$ cat src/rtl/ct_spsram_2048x59_arb_if.sv
// Request/response and SRAM-pin bundle for the single-port SRAM arbiter.
// slave modport: arbiter side (takes requests and sram_q, drives grants, read data and SRAM pins).
// master modport: requester/macro side (the mirror image).
interface ct_spsram_2048x59_arb_if #(
    parameter int ADDR_WIDTH = 11,
    parameter int DATA_WIDTH = 59
);
    logic                  rd_req_vld;
    logic [ADDR_WIDTH-1:0] rd_req_addr;
    logic                  rd_req_gnt;
    logic                  rd_data_vld;
    logic [DATA_WIDTH-1:0] rd_data;
    logic                  wr_req_vld;
    logic [ADDR_WIDTH-1:0] wr_req_addr;
    logic [DATA_WIDTH-1:0] wr_req_data;
    logic [DATA_WIDTH-1:0] wr_req_bmask;
    logic                  wr_req_gnt;
    logic [ADDR_WIDTH-1:0] sram_a;
    logic                  sram_cen;
    logic [DATA_WIDTH-1:0] sram_d;
    logic                  sram_gwen;
    logic [DATA_WIDTH-1:0] sram_wen;
    logic [DATA_WIDTH-1:0] sram_q;

    modport slave (
        input  rd_req_vld, rd_req_addr, wr_req_vld, wr_req_addr, wr_req_data, wr_req_bmask, sram_q,
        output rd_req_gnt, rd_data_vld, rd_data, wr_req_gnt,
        output sram_a, sram_cen, sram_d, sram_gwen, sram_wen
    );

    modport master (
        output rd_req_vld, rd_req_addr, wr_req_vld, wr_req_addr, wr_req_data, wr_req_bmask, sram_q,
        input  rd_req_gnt, rd_data_vld, rd_data, wr_req_gnt,
        input  sram_a, sram_cen, sram_d, sram_gwen, sram_wen
    );
endinterface

$ cat src/rtl/ct_spsram_2048x59_arb.sv
// Arbiter plus init/flush sweeper in front of a single-port 2048x59 SRAM macro.
// Latency: grants are combinational; read data returns one cycle after the read grant.
// Backpressure: a requester holds its request until it sees gnt; no grants while sweeping or in reset.
// Ports: CLK/RST (sync, active-high), flush_req pulse, init_done status, and the bus
// interface carrying read/write requests, read data and the SRAM macro pins.
module ct_spsram_2048x59_arb #(
    parameter int                    ADDR_WIDTH = 11,
    parameter int                    DATA_WIDTH = 59,
    parameter int                    STARVE_MAX = 4,
    parameter logic [DATA_WIDTH-1:0] INIT_VALUE = '0
) (
    input  logic                   CLK,
    input  logic                   RST,
    input  logic                   flush_req,
    output logic                   init_done,
    ct_spsram_2048x59_arb_if.slave bus
);

    localparam logic [3:0] STARVE_LIMIT = 4'(STARVE_MAX);

    typedef enum logic {
        ST_SWEEP = 1'b0,
        ST_RUN   = 1'b1
    } state_t;

    state_t                state_q, state_d;
    logic [ADDR_WIDTH-1:0] sweep_cnt_q, sweep_cnt_d;
    logic [3:0]            starve_cnt_q, starve_cnt_d;
    logic                  init_done_q, init_done_d;
    logic                  rd_data_vld_q, rd_data_vld_d;
    logic                  rd_gnt, wr_gnt;

    always_comb begin
        state_d       = state_q;
        sweep_cnt_d   = sweep_cnt_q;
        starve_cnt_d  = starve_cnt_q;
        rd_gnt        = 1'b0;
        wr_gnt        = 1'b0;
        bus.sram_a    = '0;
        bus.sram_cen  = 1'b1;
        bus.sram_d    = '0;
        bus.sram_gwen = 1'b1;
        bus.sram_wen  = '1;

        // In the reset cycle everything stays idle; the flops reload on the edge.
        if (!RST) begin
            case (state_q)
                ST_SWEEP: begin
                    bus.sram_a    = sweep_cnt_q;
                    bus.sram_cen  = 1'b0;
                    bus.sram_d    = INIT_VALUE;
                    bus.sram_gwen = 1'b0;
                    bus.sram_wen  = '0;
                    // Counter wraps to 0 naturally after the last address.
                    sweep_cnt_d   = sweep_cnt_q + ADDR_WIDTH'(1);
                    if (&sweep_cnt_q) begin
                        state_d = ST_RUN;
                    end
                end
                ST_RUN: begin
                    if (bus.rd_req_vld && bus.wr_req_vld) begin
                        if (starve_cnt_q == STARVE_LIMIT) begin
                            wr_gnt = 1'b1;
                        end else begin
                            // Read wins, so the counter is below the limit here
                            // and the increment cannot overshoot it.
                            rd_gnt       = 1'b1;
                            starve_cnt_d = starve_cnt_q + 4'd1;
                        end
                    end else begin
                        rd_gnt = bus.rd_req_vld;
                        wr_gnt = bus.wr_req_vld;
                    end

                    if (wr_gnt) begin
                        starve_cnt_d  = '0;
                        bus.sram_a    = bus.wr_req_addr;
                        bus.sram_cen  = 1'b0;
                        bus.sram_d    = bus.wr_req_data;
                        bus.sram_gwen = 1'b0;
                        bus.sram_wen  = ~bus.wr_req_bmask;
                    end else if (rd_gnt) begin
                        bus.sram_a   = bus.rd_req_addr;
                        bus.sram_cen = 1'b0;
                    end

                    // This cycle's access still completes; the sweep starts next cycle.
                    if (flush_req) begin
                        state_d     = ST_SWEEP;
                        sweep_cnt_d = '0;
                    end
                end
                default: begin
                    state_d     = ST_SWEEP;
                    sweep_cnt_d = '0;
                end
            endcase
        end

        init_done_d   = (state_d == ST_RUN);
        rd_data_vld_d = rd_gnt;
    end

    always_ff @(posedge CLK) begin
        if (RST) begin
            state_q       <= ST_SWEEP;
            sweep_cnt_q   <= '0;
            starve_cnt_q  <= '0;
            init_done_q   <= 1'b0;
            rd_data_vld_q <= 1'b0;
        end else begin
            state_q       <= state_d;
            sweep_cnt_q   <= sweep_cnt_d;
            starve_cnt_q  <= starve_cnt_d;
            init_done_q   <= init_done_d;
            rd_data_vld_q <= rd_data_vld_d;
        end
    end

    assign init_done       = init_done_q;
    assign bus.rd_req_gnt  = rd_gnt;
    assign bus.wr_req_gnt  = wr_gnt;
    assign bus.rd_data_vld = rd_data_vld_q;
    // The macro registers its output, so sram_q already lines up with rd_data_vld.
    assign bus.rd_data     = bus.sram_q;

endmodule
$ cat src/flat_wrapper.sv
// flat-port wrapper written by rule: the top's interface ports become plain ports
module ct_spsram_2048x59_arb_flat 
#(
    parameter int                    ADDR_WIDTH = 11,
    parameter int                    DATA_WIDTH = 59,
    parameter int                    STARVE_MAX = 4,
    parameter logic [DATA_WIDTH-1:0] INIT_VALUE = '0
)
  (CLK, RST, flush_req, init_done, bus_rd_req_vld, bus_rd_req_addr, bus_wr_req_vld, bus_wr_req_addr, bus_wr_req_data, bus_wr_req_bmask, bus_sram_q, bus_rd_req_gnt, bus_rd_data_vld, bus_rd_data, bus_wr_req_gnt, bus_sram_a, bus_sram_cen, bus_sram_d, bus_sram_gwen, bus_sram_wen);
  ct_spsram_2048x59_arb_if #(.ADDR_WIDTH(ADDR_WIDTH), .DATA_WIDTH(DATA_WIDTH)) bus_i ();
  input  logic CLK;
  input  logic RST;
  input  logic flush_req;
  output logic init_done;
  input wire logic [$bits(bus_i.rd_req_vld)-1:0] bus_rd_req_vld;
  input wire logic [$bits(bus_i.rd_req_addr)-1:0] bus_rd_req_addr;
  input wire logic [$bits(bus_i.wr_req_vld)-1:0] bus_wr_req_vld;
  input wire logic [$bits(bus_i.wr_req_addr)-1:0] bus_wr_req_addr;
  input wire logic [$bits(bus_i.wr_req_data)-1:0] bus_wr_req_data;
  input wire logic [$bits(bus_i.wr_req_bmask)-1:0] bus_wr_req_bmask;
  input wire logic [$bits(bus_i.sram_q)-1:0] bus_sram_q;
  output wire logic [$bits(bus_i.rd_req_gnt)-1:0] bus_rd_req_gnt;
  output wire logic [$bits(bus_i.rd_data_vld)-1:0] bus_rd_data_vld;
  output wire logic [$bits(bus_i.rd_data)-1:0] bus_rd_data;
  output wire logic [$bits(bus_i.wr_req_gnt)-1:0] bus_wr_req_gnt;
  output wire logic [$bits(bus_i.sram_a)-1:0] bus_sram_a;
  output wire logic [$bits(bus_i.sram_cen)-1:0] bus_sram_cen;
  output wire logic [$bits(bus_i.sram_d)-1:0] bus_sram_d;
  output wire logic [$bits(bus_i.sram_gwen)-1:0] bus_sram_gwen;
  output wire logic [$bits(bus_i.sram_wen)-1:0] bus_sram_wen;
  assign bus_i.rd_req_vld = bus_rd_req_vld;
  assign bus_i.rd_req_addr = bus_rd_req_addr;
  assign bus_i.wr_req_vld = bus_wr_req_vld;
  assign bus_i.wr_req_addr = bus_wr_req_addr;
  assign bus_i.wr_req_data = bus_wr_req_data;
  assign bus_i.wr_req_bmask = bus_wr_req_bmask;
  assign bus_i.sram_q = bus_sram_q;
  assign bus_rd_req_gnt = bus_i.rd_req_gnt;
  assign bus_rd_data_vld = bus_i.rd_data_vld;
  assign bus_rd_data = bus_i.rd_data;
  assign bus_wr_req_gnt = bus_i.wr_req_gnt;
  assign bus_sram_a = bus_i.sram_a;
  assign bus_sram_cen = bus_i.sram_cen;
  assign bus_sram_d = bus_i.sram_d;
  assign bus_sram_gwen = bus_i.sram_gwen;
  assign bus_sram_wen = bus_i.sram_wen;
  ct_spsram_2048x59_arb #(.ADDR_WIDTH(ADDR_WIDTH), .DATA_WIDTH(DATA_WIDTH), .STARVE_MAX(STARVE_MAX), .INIT_VALUE(INIT_VALUE)) u_core (.CLK(CLK), .RST(RST), .flush_req(flush_req), .init_done(init_done), .bus(bus_i));
endmodule
$ cat config.mk
export PLATFORM = sky130hd
export DESIGN_NAME = ct_spsram_2048x59_arb_flat
export DESIGN_NICKNAME = d
export VERILOG_FILES = /design/src/rtl/ct_spsram_2048x59_arb_if.sv /design/src/rtl/ct_spsram_2048x59_arb.sv /design/src/flat_wrapper.sv
export SDC_FILE = /design/constraint.sdc
export NUM_CORES = 1
export LEC_CHECK = 0
export ABC_AREA = 1
export BUFFER_PORTS_ARGS = -buffer_cell sky130_fd_sc_hd__buf_2
export CAP_MARGIN = 15
export CORE_AREA = 2 2 154 156
export DETAILED_ROUTE_END_ITERATION = 8
export DIE_AREA = 0 0 156 158
export PLACE_DENSITY = 0.37
export SLEW_MARGIN = 40
export SYNTH_ARGS = -nofsm -noshare
export SYNTH_HDL_FRONTEND = slang
export SYNTH_SLANG_ARGS = --single-unit
$ cat constraint.sdc
create_clock -name CLK -period 3.35 [get_ports CLK]
set_clock_uncertainty 0.1 [all_clocks]
set_input_delay 0.67 -clock CLK [delete_from_list [all_inputs] [get_ports CLK]]
set_output_delay 0.67 -clock CLK [all_outputs]
set_load 0.03 [all_outputs]
==> impl_metrics.toml, run 1 <==
[outcome]
status = "completed"

[timing]
setup_violations = 0
worst_slew_pin_slew_ns = 0.5840
fmax_ghz = 0.3369
min_period_ns = 2.968
finalHoldViolCount = 0
setup_tns_ns = 0
rsz0062_at_grt = "no"
relSlewSlack_pct = 61.07
period_share_pct = 88.59
maxSlewViolCount = 0
final.setup.worst_slack_ns = 0.3821

[floorplanning]
coreArea_um2 = 23050
dieArea_um2 = 24650
start_util_pct = 10.86
fp.dieW_um = 156
rows = 56
die_h_um = 158
io_pins = 398

[hold_path]
min_path_cells = 2
min_path_type = "reg -> reg"

[cts]
holdBufCountCts = 0
cts_tree = "built"
cts_setup_buffers = 0
clock_sinks = 17
cts-htree-levels = 1
cts_root_buf = "clkbuf_16"
clock_latency_ns = 0.25
clk_path_buf_depth = 2
cts_resized = 0
clk_pin_slew_ns = 0.06
cts-buffers-inserted = 3

[placement]
place_congestion = 0.7252
pre_cts_slack_ns = 0.5453
numPortBuffers = 279
dp_hpwl_um = 11750

[global_routing]
grt_pass1_wl_um = 18870
grt_max_degree = 61
track_usage_pct = 10.02
grt_overflow = 0
grt_antenna_before_repair = 4
grt_pass1_vias = 3269

[layout]
multiInputGateArea_um2 = 1230
num-nets-final = 875
final_common_cell = "buf_2"
n_fill_cell = 2737
drive_gt1_share_pct = 45.28
fin_util_pct = 16.66
layout_common_cells = "279 x buf_2, 85 x inv_1, 79 x nor2_1"
areaGrowthSynthToFinish_pct = 53.42
ff_latch_area_um2 = 340.3

[route]
drc = 0
drt_pass1_iterations = 4
vias_per_cell = 3.656
wire_per_inst_um = 14.29
via_count = 3513
drt_iter0_markers = 168
ant_nets = 0
routed_wl_um = 13740

[power]
power.leakage_nw = 2.389
p_per_area_nw_per_um2 = 193.9
ir_worst_vdd_mv = 0.1333
total_power_w = 0.0007446

[worst_setup_path]
crit_path_max_incr_delay_ns = 0.39
critical_path.top_delay_family = "buffers and inverters"
required_ns = 2.58
cp_cell_sequence = "inv_1 > ha_1 > nand3_1 > nand2_2 > nand2_1 > nand2_1 > nand2_2 > clkinv_2 > buf_12 > o21ai_0 > buf_2"
crit_cells = 11
cp_num_buf_inv = 4
r2r_cells = 6
cp-start-kind = "flop"
worstSetupEndpointType = "output port"
path_max_fanout = 31
cp_data_arrival_time_ns = 2.20
path_class = "reg -> out"
cp_slowest_cell = "dfxtp_1"

[synthesis]
netlist_area_um2 = 2504
synth_flop_cell = "dfxtp_1"
syn_area_per_cell_um2 = 5.431
synth_cell_types = 26
synth.ff_latch_count = 17
yosysSeqAreaShare_pct = 13.59
synth_fp_nets = 668
netlist_instances = 461
async_flop_share_pct = 0
ys_warn_count = 0
synth_edf_count = 0

[run]
cap_viol_max_count = 0
## sequential cells by signal, summed over array words and instances, names as in the netlist
| signal | cells |
|---|---|
| u_core.sweep_cnt_q | 11 |
| u_core.state_q | 1 |
| u_core.starve_cnt_q | 4 |
| u_core.bus.rd_data_vld | 1 |
## path summary, 6_finish.rpt
| check | endpoint | slack (ns) | from |
|---|---|---|---|
| hold reg to reg | u_core.sweep_cnt_q[7] | 0.38 | u_core.sweep_cnt_q[7] |
| hold / removal | u_core.sweep_cnt_q[7] | 0.38 | u_core.sweep_cnt_q[7] |
| setup / recovery | bus_sram_wen[46] | 0.38 | u_core.starve_cnt_q[1] |
| setup reg to reg | u_core.sweep_cnt_q[8] | 1.68 | u_core.sweep_cnt_q[0] |
## cell usage after synthesis (2+ instances only)
library cell | number | area (µm²)
ha_1 | 3 | 37.54
dfxtp_1 | 17 | 340.3
buf_4 | 61 | 457.9
nor2_1 | 79 | 296.5
nor3_1 | 4 | 20.02
o21ai_0 | 54 | 270.3
inv_1 | 85 | 319.1
nand2_1 | 62 | 232.7
buf_2 | 18 | 90.09
nand4_1 | 2 | 12.51
o21ai_2 | 4 | 35.03
a21oi_1 | 11 | 55.05
nand2_2 | 2 | 12.51
o21ai_1 | 6 | 30.03
nand3b_1 | 2 | 15.01
clkbuf_1 | 6 | 22.52
nand3_1 | 36 | 180.2
## through the flow
step	instance area, µm²	cells	hold WS [ns]
floorplan	2504	461	0.3514
global placement	3749	953	0.3714
detailed placement	3749	953	0.3749
CTS	3831	957	0.3840
global route	3841	961	0.4021
finish	3841	961	0.3790
## worst min-delay path, delay by kind of cell, from the launching register on
family	cells	cell delay [ns]
DFF	1	0.32
and+or+nand+nor	1	0.06
AOI/OAI and AO/OA	1	0.05
## metal layers
| metal | global-route usage (%) | up-vias | wire (µm) |
|---|---|---|---|
| li1 | - | 1758 | - |
| met4 | 4.937 | 0 | 612 |
| met3 | 2.683 | 38 | 1178 |
| met5 | 0 | - | 0 |
| met2 | 16.29 | 181 | 6154 |
| met1 | 12.24 | 1536 | 5789 |
## cells by family (layout without fill, tap and decap cells)
kind of cell	count (synthesis)	count (layout)	synth area share (%)
DFF	17	17	13.59
xor gates and xnor gates	1	1	0.3499
adders and majority gates	3	3	1.499
buffers and inverters	175	381	37.28
and+or+nand+nor	188	188	31.13
AOI/OAI and AO/OA	77	77	16.14
other	0	4	0
## final cells by class
cell class / instances / share of cell area [%]
timing repair buffer: 289 / 38.63
tap: 290 / 9.446
antenna: 4 / 0.2606
clock buffer: 3 / 1.954
clock inverter: 1 / 0.1954
inverter: 88 / 8.632
multi-input combinational: 269 / 32.02
sequential: 17 / 8.860
## report_power, final
group	switching, W	total (W)	internal, W
registers	0.00000420	0.000210	0.000205
logic	0.000178	0.000289	0.000110
clock network	0.0000851	0.000246	0.000161
Power figures use the tool's default switching activity.
==> run 2, diff against run 1 <==
--- a/config.mk
+++ b/config.mk
@@ -6,7 +6,7 @@
 export NUM_CORES = 1
 export LEC_CHECK = 0
 export ABC_AREA = 1
-export BUFFER_PORTS_ARGS = -buffer_cell sky130_fd_sc_hd__buf_2
+export BUFFER_PORTS_ARGS = -buffer_cell sky130_fd_sc_hd__buf_4
 export CAP_MARGIN = 15
 export CORE_AREA = 2 2 154 156
 export DETAILED_ROUTE_END_ITERATION = 8
==> impl_metrics.toml, run 2 (synthesis gave the netlist of run 1 again) <==
[placement]
dp_cells = 951
dp_hpwl_um = 12190
place_congestion = 0.7069
numPortBuffers = 279
placed_area_um2 = 4444

[route]
wire_per_inst_um = 15.10
ant_nets = 0
drc = 0
via_count = 3442
routed_wl_um = 14420
drt_iter0_markers = 215
vias_per_cell = 3.604
drt_pass1_iterations = 4

[layout]
final_cells = 955
layout_common_cells = "285 x buf_4, 85 x inv_1, 79 x nor2_1"
reg_top3 = "u_core.sweep_cnt_q x11, u_core.starve_cnt_q x4"
final_area_um2 = 4523
areaGrowthSynthToFinish_pct = 80.66
drive_gt1_share_pct = 44.96
final_common_cell = "buf_4"
num-nets-final = 873
largest_reg_flops = 11
antenna_cells = 0
regMostFlops = "u_core.sweep_cnt_q"

[worst_setup_path]
worstSetupEndpointType = "output port"
path_max_fanout = 60
cp_data_arrival_time_ns = 2.16
ff2ff_setup_slack_ns = 1.70
cp-start-kind = "flop"
required_ns = 2.58
path_class = "reg -> out"
r2r_cells = 6

[cts]
clock_sinks = 17
cts-buffers-inserted = 3
clk_pin_slew_ns = 0.06
clock_latency_ns = 0.25
cts_setup_buffers = 0
cts_tree = "built"
cts-htree-levels = 1
holdBufCountCts = 0
cts_resized = 0
clk_path_buf_depth = 2
cts_root_buf = "clkbuf_16"

[timing]
hold_slack_ns = 0.3784
setup_violations = 0
period_share_pct = 87.44
relSlewSlack_pct = 61.63
min_period_ns = 2.929
maxSlewViolCount = 0
fmax_ghz = 0.3414
finalHoldViolCount = 0
setup_tns_ns = 0
rsz0062_at_grt = "no"
worst_slew_pin_slew_ns = 0.5755

[floorplanning]
die_h_um = 158
fp.dieW_um = 156
io_pins = 398
start_util_pct = 10.86
rows = 56
dieArea_um2 = 24650
coreArea_um2 = 23050

[global_routing]
grt_pass1_wl_um = 19780
grt_max_degree = 61
grt_overflow = 0
grt_antenna_before_repair = 0
grt_pass1_vias = 3381
track_usage_pct = 10.48

[outcome]
status = "completed"

[run]
cap_viol_max_count = 0

[power]
power.leakage_nw = 2.555
ir_worst_vdd_mv = 0.1903
p_per_area_nw_per_um2 = 179.5

[hold_path]
min_path_cells = 2
min_path_type = "reg -> reg"
run 2: final timing paths:
kind / start / to
hold / removal: u_core.sweep_cnt_q[8] / u_core.sweep_cnt_q[8]
hold reg to reg: u_core.sweep_cnt_q[8] / u_core.sweep_cnt_q[8]
setup reg to reg: u_core.sweep_cnt_q[1] / u_core.sweep_cnt_q[8]
setup / recovery: u_core.starve_cnt_q[1] / bus_sram_d[35]
run 2: worst max-delay path: stages, from the launching register on:
cell	delay, ns
dfxtp_1	0.39
inv_1	0.06
ha_1	0.19
nand3_1	0.09
nand2_2	0.22
nand3_2	0.12
buf_4	0.47
nor2_1	0.13
buf_4	0.20
run 2: final cells by class:
| type | count | area, µm² |
|---|---|---|
| multi-input cells | 269 | 1230 |
| inverters | 88 | 331.6 |
| repair buffers | 287 | 2180 |
| clock buffers | 4 | 78.83 |
| fillers | 2710 | 18530 |
| flip-flops and latches | 17 | 340.3 |
| well taps | 290 | 362.8 |
run 2: power by group:
part	internal (W)	total [W]	leakage, nW	switching, W
logic	0.000177	0.000358	2.38	0.000181
registers	0.000205	0.000210	0.138	0.00000454
clock network	0.000162	0.000244	0.0382	0.0000826
run 2: through the flow:
step	power, W	setup WS (ns)	util (%)
2_1_floorplan	0.0004912	0.7483	-
3_3_place_gp	0.0005771	0.5678	19.28
3_5_place_dp	0.0005756	0.5486	19.28
4_1_cts	0.0008238	0.3921	19.62
5_1_grt	0.0008595	0.2207	19.62
6_report	0.0008119	0.4208	19.62
run 2: per-layer routing:
metal | GRT usage [%] | share of wire, % | vias up
met1 | 12.92 | 41 | 1500
met2 | 17.70 | 48 | 161
met4 | 3.495 | 3.0 | 0
li1 | - | - | 1749
met5 | 0 | 0 | -
met3 | 2.820 | 7.9 | 32
